==> src/rtl/controle_direcao.sv <==
// controle_direcao: debounced turn keys and periodic step pulse for a snake heading
module controle_direcao #(
  parameter int DEBOUNCE_CICLOS = 250000,
  parameter int PERIODO_PASSO   = 1000000
) (
  input  logic       VGA_CLK,
  input  logic       reset,
  input  logic [3:0] KEY,
  input  logic       pausa,
  input  logic       reiniciar,
  output logic [1:0] sentido,
  output logic       passo,
  output logic       giro_h,
  output logic       giro_ah,
  output logic [3:0] teclas_estaveis
);
  localparam int DW = DEBOUNCE_CICLOS > 1 ? $clog2(DEBOUNCE_CICLOS) : 1;
  localparam int PW = PERIODO_PASSO > 1 ? $clog2(PERIODO_PASSO) : 1;
  localparam logic [DW-1:0] DB_MAX = DW'(DEBOUNCE_CICLOS - 1);
  localparam logic [PW-1:0] P_MAX = PW'(PERIODO_PASSO - 1);
  logic [3:0] key_meta_q, key_sync_q, est_q, est_d, est_dly_q;
  logic [DW-1:0] db_cnt_q [4];
  logic [DW-1:0] db_cnt_d [4];
  logic [PW-1:0] passo_cnt_q, passo_cnt_d;
  logic [1:0] sentido_q, sentido_d;
  logic lock_q, lock_d, giro_h_q, giro_h_d, giro_ah_q, giro_ah_d;
  logic ev_h, ev_ah, aceita;
  assign ev_h = est_dly_q[2] & ~est_q[2];
  assign ev_ah = est_dly_q[3] & ~est_q[3];
  assign passo = ~pausa & (passo_cnt_q == P_MAX);
  assign aceita = ~pausa & ~lock_q & (ev_h ^ ev_ah);
  assign sentido = sentido_q;
  assign giro_h = giro_h_q;
  assign giro_ah = giro_ah_q;
  assign teclas_estaveis = est_q;
  // debounce: a level is accepted only after it differs from the stable copy for DEBOUNCE_CICLOS cycles
  always_comb begin
    db_cnt_d = db_cnt_q;
    est_d = est_q;
    for (int i = 0; i < 4; i++) begin
      if (key_sync_q[i] == est_q[i]) db_cnt_d[i] = '0;
      else if (db_cnt_q[i] == DB_MAX) begin
        db_cnt_d[i] = '0;
        est_d[i] = key_sync_q[i];
      end else db_cnt_d[i] = db_cnt_q[i] + DW'(1);
    end
  end
  // step timing, turn acceptance with one-turn-per-step lockout, round restart
  always_comb begin
    passo_cnt_d = pausa ? passo_cnt_q : (passo_cnt_q == P_MAX ? '0 : passo_cnt_q + PW'(1));
    sentido_d = aceita ? (ev_h ? sentido_q + 2'd1 : sentido_q - 2'd1) : sentido_q;
    giro_h_d = aceita & ev_h;
    giro_ah_d = aceita & ev_ah;
    lock_d = aceita | (lock_q & ~passo);
    if (reiniciar) begin
      passo_cnt_d = '0;
      sentido_d = 2'd0;
      giro_h_d = 1'b0;
      giro_ah_d = 1'b0;
      lock_d = 1'b0;
    end
  end
  // synchronizers and debounce state; untouched by reiniciar
  always_ff @(posedge VGA_CLK or posedge reset) begin
    if (reset) begin
      key_meta_q <= 4'hF;
      key_sync_q <= 4'hF;
      est_q <= 4'hF;
      est_dly_q <= 4'hF;
      for (int i = 0; i < 4; i++) db_cnt_q[i] <= '0;
    end else begin
      key_meta_q <= KEY;
      key_sync_q <= key_meta_q;
      est_q <= est_d;
      est_dly_q <= est_q;
      db_cnt_q <= db_cnt_d;
    end
  end
  // heading, pulses, step counter and lockout registers
  always_ff @(posedge VGA_CLK or posedge reset) begin
    if (reset) begin
      passo_cnt_q <= '0;
      sentido_q <= 2'd0;
      lock_q <= 1'b0;
      giro_h_q <= 1'b0;
      giro_ah_q <= 1'b0;
    end else begin
      passo_cnt_q <= passo_cnt_d;
      sentido_q <= sentido_d;
      lock_q <= lock_d;
      giro_h_q <= giro_h_d;
      giro_ah_q <= giro_ah_d;
    end
  end
endmodule

==> config.mk <==
export PLATFORM = sky130hd
export DESIGN_NAME = controle_direcao
export DESIGN_NICKNAME = d
export VERILOG_FILES = /design/src/rtl/controle_direcao.sv
export SDC_FILE = /design/constraint.sdc
export NUM_CORES = 1
export LEC_CHECK = 0
export ABC_AREA = 1
export CAP_MARGIN = 25
export CELL_PAD_IN_SITES_DETAIL_PLACEMENT = 1
export CELL_PAD_IN_SITES_GLOBAL_PLACEMENT = 1
export CORE_UTILIZATION = 48
export CTS_BUF_LIST = sky130_fd_sc_hd__clkbuf_8
export DETAILED_ROUTE_END_ITERATION = 6
export HOLD_SLACK_MARGIN = 0.06
export PLACE_DENSITY_LB_ADDON = 0.12
export SKIP_LAST_GASP = 1
export SYNTH_ARGS = -nofsm -noshare
export SYNTH_HDL_FRONTEND = slang
export SYNTH_SLANG_ARGS = --single-unit
export TNS_END_PERCENT = 1
==> constraint.sdc <==
create_clock -name VGA_CLK -period 4.7 [get_ports VGA_CLK]
set_input_delay 0.94 -clock VGA_CLK [delete_from_list [all_inputs] [get_ports VGA_CLK]]
set_output_delay 0.94 -clock VGA_CLK [all_outputs]
set_load 0.01 [all_outputs]
==> results_dict.tcl <==
set metrics [dict create \
    clock_sinks 111 \
    firstDrtPassIters 6 \
    post_cts_buffers 0 \
    port_buffers 16 \
    cts_buffer_depth 2 \
    holdCritPathClass "flop to flop" \
    critPathSlowestCell "clkdlybuf4s50_1" \
    finalCriticalPeriod_ns 3.35 \
    die_area_um2 12400 \
    drive_gt1_frac 0.0774 \
    grt_usage 0.245 \
    route.detailed.drc 4 \
    drt_wl_total_um 14000 \
    status "finished with violations" \
    setup_viol 0 \
    p_leak_nw 2.66 \
    rr_worst_depth 10 \
    cap_viol_max_count 0 \
    clk_pin_slew_worst_paths_ns 0.11 \
    final_area_um2 6330 \
    p_seq_frac 0.572 \
    synth.cell_area_um2 5760 \
    worst-path-buf-inv 4 \
    r2r_slack_ns 2.88 \
    num_io_pins 17 \
    p_int_mw 1.31 \
    cts_buffers 9 \
    yosysWarnings 0 \
    critPathTopFamily "buffers and inverters" \
    diodes 0 \
    min-delay-start "key_meta_q[3]" \
    grt_pass1_vias 5297 \
    core_um2 11600 \
    timing.rr.end "db_cnt_q[15]" \
    r2r_start "db_cnt_q[0]" \
    grt_setup_unrepaired "false" \
    rows 39 \
    overflow 0 \
    htreeDepth 3 \
    startpoint_type "primary input" \
    tritoncts "built" \
    cp.arrival_ns 2.41 \
    nNetsFinal 770 \
    max_freq_mhz 299 \
    violations "DRC" \
    busiest_layer "met2" \
    synthToLayoutAreaGrowth_pct 9.91 \
    slew_headroom 0.424 \
    grt_pass1_wl_um 24500 \
    syn-instance-count 730 \
    min_period_over_period 0.712 \
    final_hold_viol_count 0 \
    die_h_um 112 \
    worst_pin_slew_ns 0.863 \
    syn_nets 743 \
    grt_max_degree 70 \
    vias_per_cell 5.30 \
    synth-seq-cells 111 \
    ctsResizeCount 0 \
    holdPathEnd "key_sync_q[3]" \
    gp_congestion 0.847 \
    vdd_drop_max_mv 0.223 \
    p_clk_frac 0.386 \
    first_iter_violations 181 \
    crit_fanout 6 \
    grt_util_met1 0.299 \
    syn_area_per_cell_um2 7.89 \
    p_sw_uw 408 \
    crit_chain "clkdlybuf4s50_1, inv_2, nand3_2, inv_1, clkdlybuf4s50_1" \
    cts-root-buf "clkbuf_8" \
    detail_route.wl_per_cell_um 15.4 \
    num_vias 4797 \
    met3_usage 0.0517 \
    powerDensity_nw_per_um2 271 \
    async_flop_share 1.00 \
    swShare 0.238 \
    holdPathStages 0 \
    start_util 0.498 \
    endpoint_kind "output port" \
    slew_violations 0 \
    synth_enable_flop_cells 0 \
    tns_ns 0 \
    pwr-share-comb 0.042 \
    die_x_um 112 \
    worstSetupPathType "primary input to output port" \
    synthFlopType "dfrtp_1" \
    skew_ns 0.0127 \
    post-dp-hpwl_um 10400 \
    cts_hold_buf 0 \
    path_common_cell "clkdlybuf4s50_1" \
    use_met2 0.440 \
    antenna_found_initial 0 \
    final_util 0.547 \
    ant_nets 0 \
    yosysSeqAreaShare 0.486 \
    slowest_delay_ns 0.53 \
    clk_latency_ns 0.39 \
    holdWs_ns 0.349 \
    yosys.cell_types.count 36 \
    place_area_um2 6100 \
    critPathRequiredTime_ns 3.76 \
]
state kept, by name (all words and copies together) (netlist names):
| register | count |
|---|---|
| est_dly_q | 2 |
| key_sync_q | 4 |
| key_meta_q | 4 |
| giro_h | 1 |
| passo_cnt_q | 20 |
| teclas_estaveis | 4 |
| sentido | 2 |
| giro_ah | 1 |
| db_cnt_q | 72 |
| lock_q | 1 |
layout by cell type (no fill, tap or decap), types with 7 or more instances in the layout:
master / synthesis / layout
nor2_2: 7 / 7
a21oi_1: 22 / 22
nor3b_1: 7 / 7
o21ai_0: 8 / 8
nor2_1: 170 / 170
nand2_1: 135 / 135
clkdlybuf4s50_1: 0 / 16
clkbuf_8: 0 / 10
inv_1: 86 / 85
nand4_1: 23 / 23
xor2_1: 35 / 35
dfstp_2: 14 / 14
nor3_1: 31 / 31
nand3_1: 50 / 50
dfrtp_1: 97 / 97
layout make-up:
cell class,instances,area [um^2]
tap,143,179
clock buffer,10,138
multi-input combinational,528,2610
sequential,111,2800
inverter,89,339
fill,1475,5240
timing repair buffer,18,175
clock inverter,6,92.6
cell families after synthesis:
family / count (synthesis) / share of synthesized area
and+or+nand+nor: 444 / 0.344
DFF: 111 / 0.486
xor gates and xnor gates: 40 / 0.0609
adders and majority gates: 5 / 0.0109
AOI/OAI and AO/OA: 39 / 0.0376
buffers and inverters: 91 / 0.0613
layer usage:
layer | up-vias | part of all wire
li1 | 2363 | -
met1 | 2384 | 0.45
met2 | 42 | 0.52
met3 | 8 | 0.024
met4 | 0 | 0.011
met5 | - | 0
through the flow:
step	setup WS (ns)	total power, mW	std cells
final	1.35	1.72	905
after global routing	1.26	1.78	905
after CTS	1.34	1.74	905
after detailed placement	1.34	1.07	889
after global placement	1.37	1.07	889
after floorplan	0.853	1.04	730
Yosys cell counts (all sizes together), types with 2 or more instances:
master,n,area share
and2,2,0.0022
nand3b,2,0.0026
a21oi,23,0.021
nand3,52,0.048
dfrtp,97,0.42
a211oi,2,0.0026
nor2,183,0.13
nor3b,7,0.0091
o21bai,2,0.0026
ha,5,0.011
xnor2,5,0.0076
nor3,31,0.027
dfstp,14,0.064
nand4,23,0.025
nand2,143,0.098
inv,88,0.058
xor2,35,0.053
o21ai,8,0.0070
buf,2,0.0028
worst max-delay path by stage:
stage,start,depth (start not counted),end
floorplan,reset,1,db_cnt_q[0]
global route,pausa,5,passo
CTS,pausa,5,passo
detailed placement,pausa,5,passo
finish,pausa,5,passo
global placement,pausa,5,passo
power groups by stage:
| stage | Sequential [mW] | Clock, mW | Combinational [mW] |
|---|---|---|---|
| 2_1_floorplan | 0.996 | 0 | 0.0479 |
| 3_3_place_gp | 0.998 | 0 | 0.0710 |
| 3_5_place_dp | 0.999 | 0 | 0.0742 |
| 4_1_cts | 0.981 | 0.680 | 0.0746 |
| 5_1_grt | 0.983 | 0.712 | 0.0842 |
| 6_report | 0.981 | 0.663 | 0.0719 |
No activity file was read; power rests on OpenSTA's default activity.
